**src/rtl/exp_pkg.sv**
```systemverilog
// Shared BF16 field definitions and FSM encodings for the softmax-denominator stage.
// Pure declarations: no logic, no latency, no backpressure.
package exp_pkg;

  localparam int BF16_W     = 16;
  localparam int BF16_EXP_W = 8;
  localparam int BF16_MAN_W = 7;
  localparam int BF16_BIAS  = 127;

  localparam logic [BF16_W-1:0] BF16_ONE = 16'h3f80;
  localparam logic [BF16_W-1:0] BF16_INF = 16'h7f80;

  typedef enum logic [1:0] {
    ST_ACC   = 2'd0,
    ST_FLUSH = 2'd1,
    ST_ROUND = 2'd2,
    ST_DONE  = 2'd3
  } state_t;

endpackage

```
**src/rtl/bf16_to_fixed.sv**
```systemverilog
// Converts a BF16 value to unsigned Q(INT_W).(FRAC_W), flagging Inf/NaN and overrange.
// Combinational, zero latency; no backpressure.
module bf16_to_fixed
  import exp_pkg::*;
#(
  parameter int INT_W  = 12,
  parameter int FRAC_W = 16
) (
  input  logic [BF16_W-1:0]       bf16,
  output logic [INT_W+FRAC_W-1:0] val,
  output logic                    ovf
);

  localparam int W = INT_W + FRAC_W;

  logic                  sign;
  logic [BF16_EXP_W-1:0] exp_f;
  logic [W-1:0]          mant_ext;
  int                    e;
  int                    sh;

  assign sign     = bf16[BF16_W-1];
  assign exp_f    = bf16[BF16_W-2 -: BF16_EXP_W];
  assign mant_ext = {{(W-BF16_MAN_W-1){1'b0}}, 1'b1, bf16[BF16_MAN_W-1:0]};

  always_comb begin
    val = '0;
    ovf = 1'b0;
    e   = int'(exp_f) - BF16_BIAS;
    // shift that places the hidden one at weight 2^e in the fixed-point grid
    sh  = e + FRAC_W - BF16_MAN_W;
    if (sign || exp_f == '0) begin
      val = '0;
    end else if (exp_f == '1 || e >= INT_W) begin
      ovf = 1'b1;
    end else if (sh >= 0) begin
      val = mant_ext << sh;
    end else begin
      val = mant_ext >> (-sh);
    end
  end

endmodule

```
**src/rtl/exp_sum_accum.sv**
```systemverilog
// Accumulates BF16 exp values per in_last-delimited vector; optional BF16 sum via EXP_SUM_BF16_OUT_EN.
// Latency: in_last accepted -> out_valid 2 cycles later (3 with EXP_SUM_BF16_OUT_EN).
// Backpressure: in_ready low from in_last until the result is taken; out_valid held until out_ready.
module exp_sum_accum
  import exp_pkg::*;
#(
  parameter int INT_W  = 12,
  parameter int FRAC_W = 16,
  parameter int CNT_W  = 16
) (
  input  logic                    clk,
  input  logic                    rst,
  input  logic                    in_valid,
  output logic                    in_ready,
  input  logic [BF16_W-1:0]       in_data,
  input  logic                    in_last,
  output logic                    out_valid,
  input  logic                    out_ready,
  output logic [INT_W+FRAC_W-1:0] out_sum,
  output logic [CNT_W-1:0]        out_count,
  output logic                    out_sat,
  output logic [BF16_W-1:0]       out_bf16
);

  localparam int W = INT_W + FRAC_W;

  state_t           state, next_state;
  logic             accept, handoff;
  logic [W-1:0]     conv_val;
  logic             conv_ovf;
  logic             pipe_valid, pipe_ovf;
  logic [W-1:0]     pipe_val;
  logic [W-1:0]     acc;
  logic [W:0]       sum_ext;
  logic [CNT_W-1:0] count;
  logic             sat;

  bf16_to_fixed #(.INT_W(INT_W), .FRAC_W(FRAC_W)) u_conv (
    .bf16 (in_data),
    .val  (conv_val),
    .ovf  (conv_ovf)
  );

  assign accept  = in_valid && in_ready;
  assign handoff = out_valid && out_ready;
  assign sum_ext = {1'b0, acc} + {1'b0, pipe_val};

  always_ff @(posedge clk) begin
    if (rst) state <= ST_ACC;
    else     state <= next_state;
  end

  always_comb begin
    next_state = state;
    case (state)
      ST_ACC:   if (accept && in_last) next_state = ST_FLUSH;
`ifdef EXP_SUM_BF16_OUT_EN
      ST_FLUSH: if (!pipe_valid) next_state = ST_ROUND;
`else
      ST_FLUSH: if (!pipe_valid) next_state = ST_DONE;
`endif
      ST_ROUND: next_state = ST_DONE;
      ST_DONE:  if (out_ready) next_state = ST_ACC;
      default:  next_state = ST_ACC;
    endcase
  end

  always_comb begin
    in_ready  = (state == ST_ACC);
    out_valid = (state == ST_DONE);
  end

  always_ff @(posedge clk) begin
    if (rst) begin
      pipe_valid <= 1'b0;
      pipe_val   <= '0;
      pipe_ovf   <= 1'b0;
      acc        <= '0;
      count      <= '0;
      sat        <= 1'b0;
    end else begin
      pipe_valid <= accept;
      pipe_val   <= conv_val;
      pipe_ovf   <= conv_ovf;
      if (handoff) begin
        acc   <= '0;
        count <= '0;
        sat   <= 1'b0;
      end else begin
        if (pipe_valid) begin
          if (pipe_ovf || sum_ext[W]) begin
            acc <= '1;
            sat <= 1'b1;
          end else begin
            acc <= sum_ext[W-1:0];
          end
        end
        if (accept) begin
          if (count == '1) sat <= 1'b1;
          else             count <= count + 1'b1;
        end
      end
    end
  end

  assign out_sum   = acc;
  assign out_count = count;
  assign out_sat   = sat;

`ifdef EXP_SUM_BF16_OUT_EN
  logic [W-1:0]          norm;
  logic [BF16_MAN_W-1:0] mant;
  logic [BF16_MAN_W:0]   mant_r;
  logic                  guard, sticky;
  int                    lead, ex;
  logic [BF16_W-1:0]     bf16_rnd, bf16_q;

  always_comb begin
    lead = 0;
    for (int i = 0; i < W; i++) begin
      if (acc[i]) lead = i;
    end
    // left-justify so mantissa/guard/sticky sit at fixed positions
    norm     = acc << (W - 1 - lead);
    mant     = norm[W-2 -: BF16_MAN_W];
    guard    = norm[W-2-BF16_MAN_W];
    sticky   = |norm[W-3-BF16_MAN_W:0];
    mant_r   = {1'b0, mant} + {{BF16_MAN_W{1'b0}}, (guard && (sticky || mant[0]))};
    ex       = lead - FRAC_W + BF16_BIAS + int'(mant_r[BF16_MAN_W]);
    bf16_rnd = {1'b0, ex[BF16_EXP_W-1:0], mant_r[BF16_MAN_W-1:0]};
    if (sat)            bf16_rnd = BF16_INF;
    else if (acc == '0) bf16_rnd = '0;
  end

  always_ff @(posedge clk) begin
    if (rst)                    bf16_q <= '0;
    else if (state == ST_ROUND) bf16_q <= bf16_rnd;
  end

  assign out_bf16 = bf16_q;
`else
  assign out_bf16 = 16'h0000;
`endif

endmodule

```
**config.mk**
```make
export PLATFORM = sky130hd
export DESIGN_NAME = exp_sum_accum
export DESIGN_NICKNAME = d
export VERILOG_FILES = /design/src/rtl/exp_pkg.sv /design/src/rtl/bf16_to_fixed.sv /design/src/rtl/exp_sum_accum.sv
export SDC_FILE = /design/constraint.sdc
export NUM_CORES = 1
export LEC_CHECK = 0
export BUFFER_PORTS_ARGS = -buffer_cell sky130_fd_sc_hd__buf_2
export CAP_MARGIN = 40
export CORE_MARGIN = 2
export CORE_UTILIZATION = 57
export CTS_CLUSTER_SIZE = 12
export DETAILED_ROUTE_END_ITERATION = 10
export PLACE_DENSITY = 0.82
export REMOVE_ABC_BUFFERS = 1
export SYNTH_ARGS = -nofsm -noshare
export SYNTH_HDL_FRONTEND = slang
export SYNTH_SLANG_ARGS = --single-unit
```
**constraint.sdc**
```tcl
create_clock -name clk -period 7.8 [get_ports clk]
set_clock_uncertainty 0.05 [all_clocks]
set_input_delay 1.56 -clock clk [delete_from_list [all_inputs] [get_ports clk]]
set_output_delay 1.56 -clock clk [all_outputs]
set_load 0.01 [all_outputs]
```
==> results.sh <==
export IMPL_worst_pin_slew_ns=0.842
export IMPL_antenna_left=0
export IMPL_rsz0062_at_grt="no"
export IMPL_r2r_cells=14
export IMPL_crit_path_end_kind="flip-flop"
export IMPL_async_reset_ff_share_pct=0
export IMPL_ioPinCount=84
export IMPL_placed_area_sq_mm=0.00628
export IMPL_status="finished, final reports clean"
export IMPL_initial_utilization_pct=58.2
export IMPL_fin_tns_setup_ns=0
export IMPL_row_count=37
export IMPL_drc_errors=0
export IMPL_clkSinkCount=77
export IMPL_cts_hold_fix_buffers=0
export IMPL_powerDensity_mw_per_mm2=184
export IMPL_fin_ws_ns=1.45
export IMPL_hpwl_um=11200
export IMPL_cts_made_buffers=9
export IMPL_synth_cells=765
export IMPL_ys_seq_area_share_pct=25.9
export IMPL_die_y_um=106
export IMPL_max_freq_mhz=158
export IMPL_total_power_w=0.00119
export IMPL_ir_drop_v=0.0000887
export IMPL_drv_cap=0
export IMPL_worstPathArrival_ns=6.59
export IMPL_crit_type="in -> reg"
export IMPL_clkTransAtPathRegs_ns=0.08
export IMPL_clk_path_buf_depth=2
export IMPL_slew_headroom_pct=43.6
export IMPL_ctsResizeCount=0
export IMPL_synth_area_top_cells="dfxtp_1, ha_1, a21oi_1"
export IMPL_worst_skew_pair_late_latency_ns=0.36
export IMPL_hold_path_endpoint="out_count[9]"
export IMPL_setup_violations=0
export IMPL_area_growth_pct=8.66
export IMPL_ys_ff_latch=77
export IMPL_die_w_um=106
export IMPL_r2r_setup_slack_ns=4.18
export IMPL_placed_cells=939
export IMPL_worstSetupStartpointType="input port"
export IMPL_antenna_found_initial=0
export IMPL_avgSynthCellArea_sq_um=7.78
export IMPL_layout_min_cycle_time_ns=6.35
export IMPL_synthDistinctLibCells=79
export IMPL_r2r_end="out_sum[4]"
export IMPL_finalCritPeriodShare_pct=81.4
export IMPL_grt_start_max_net_pins=31
export IMPL_first_pass_iters=8
export IMPL_yosysTopAreaCellShare_pct=25.9
export IMPL_core_area_sq_mm=0.0102
export IMPL_synth_main_ff_cell="dfxtp_1"
export IMPL_antenna_cells=0
export IMPL_dieArea_sq_mm=0.0113
export IMPL_syn_cell_area_sq_mm=0.00595
export IMPL_cts_htree_levels=3
export IMPL_vias_per_cell=6.02
export IMPL_ys_warn_count=0
export IMPL_fill_cells=910
export IMPL_dp_slack_ns=1.19
export IMPL_synth_top_cell_by_area="dfxtp_1"
export IMPL_first_global_vias=5090
export IMPL_port_buffers=67
export IMPL_layout_commonest_cell="nor2_1"
export IMPL_crit_start="in_data[7]"
export IMPL_vias=5749
export IMPL_grt_total_usage_pct=26.1
export IMPL_worstPathMaxFanout=30
export IMPL_hold_path_class="reg -> reg"
export IMPL_nNetsFinal=880
export IMPL_layout_drive_gt1_share_pct=15.0
export IMPL_final_area_sq_mm=0.00647
export IMPL_cts_tree="yes"
export IMPL_grt_overflow=0
export IMPL_drt_wirelength_per_cell_um=15.5
export IMPL_mostFrequentLayoutCells="nor2_1, dfxtp_1, a21oi_1, buf_2"
export IMPL_first_iter_violations=400
export IMPL_gp_congestion=0.903
export IMPL_min_from="out_count[9]"
export IMPL_clock_root_buffer="clkbuf_8"
export IMPL_slew_violations=0
export IMPL_wirelength_um=14800
export IMPL_post_cts_repair_setup_buffers=0
export IMPL_finalNonFillerCells=955
export IMPL_synth_edf_count=0
export IMPL_p_leak_nw=2.76
export IMPL_hold_viol=0
export IMPL_grt_first_pass_wirelength_um=24200
export IMPL_whs_path_depth=2
export IMPL_rr_startpoint="out_sum[0]"
export IMPL_cp_required_ns=8.04
-- worst max-delay path by stage --
stage,endpoint,slack (ns),cells past startpoint
after floorplan,pipe_val[6],2.33,18
after global placement,pipe_val[1],1.33,17
after detailed placement,pipe_val[2],1.19,17
after CTS,pipe_val[2],1.55,17
after global routing,pipe_val[4],1.07,18
final,pipe_val[2],1.45,17
-- routing by layer --
metal  vias to the layer above  share of wire [%]  track usage [%]
li1                       2842                  -                -
met1                      2690                 45             35.2
met2                       198                 48             43.6
met3                        19                6.1             3.13
met4                         0                1.5             8.46
met5                         -                  0                0
-- cell families after synthesis --
logic type	after synthesis	synth area share [%]
simple gates	279	24.2
fa+ha+maj	45	9.58
other cells	1	0.0630
mux	9	1.56
flops	77	25.9
compound gates	230	24.7
xor+xnor	50	7.73
buf+inv	74	6.20
-- Yosys cell counts, types with 4 or more instances --
master    number
inv_1         26
xnor2_1       24
nor3_1        28
nor2_1        80
o21bai_1       6
mux2i_1        7
xor2_1        23
ha_1          44
a211oi_1       7
nand2b_1      11
nand4_1       12
nand3_1       17
o21ai_1        4
o211ai_1       4
or2_2          7
a21oi_1       74
nor2b_1       12
buf_2          4
clkbuf_1      21
nor4_1         8
and2_1         8
buf_4         17
a21o_1        13
dfxtp_1       77
a311oi_1       4
a41oi_1        4
o21ai_0       56
nand2_1       56
or3_1          7
a31oi_1       10
a32oi_1        4
and3_1         8
a21boi_0       4
o21a_1         7
-- through the flow --
| stage | hold WS [ns] | utilization, % |
|---|---|---|
| finish | 0.468 | 63.2 |
| CTS | 0.461 | 63.2 |
| floorplan | 0.430 | - |
| global placement | 0.423 | 61.1 |
| global route | 0.511 | 63.2 |
| detailed placement | 0.450 | 61.4 |
-- where the power goes --
group          switching (W)  internal (W)
logic               0.000253      0.000158
clock network       0.000149      0.000155
registers          0.0000386      0.000435
-- sequential cells by signal, indices dropped and copies added (netlist names) --
name        flops
pipe_valid      1
out_sat         1
state           2
pipe_ovf        1
pipe_val       28
out_sum        28
out_count      16
-- final cells by class --
| cell class | count | area (sq um) | share of cell area, % |
|---|---|---|---|
| Clock buffer | 11 | 141 | 2.19 |
| Inverter | 27 | 101 | 1.57 |
| Timing Repair Buffer | 70 | 365 | 5.65 |
| Multi-Input combinational cell | 629 | 4100 | 63.4 |
| Sequential cell | 77 | 1540 | 23.8 |
| Clock inverter | 5 | 50.0 | 0.774 |
| Tap cell | 136 | 170 | 2.63 |
-- critical path: stages --
cell	delay, ns
buf_2	0.39
clkinv_1	0.39
ha_1	0.83
nor2b_1	0.43
a221oi_2	0.15
nand2_2	0.15
and2_1	0.23
nand2_1	0.08
ha_1	0.34
and3_1	0.19
and2_1	0.14
and3_1	0.17
nor2b_1	0.24
nand4b_2	0.35
or2_1	0.41
or3_4	0.38
o22ai_2	0.15
(Power assumes the default switching activity.)
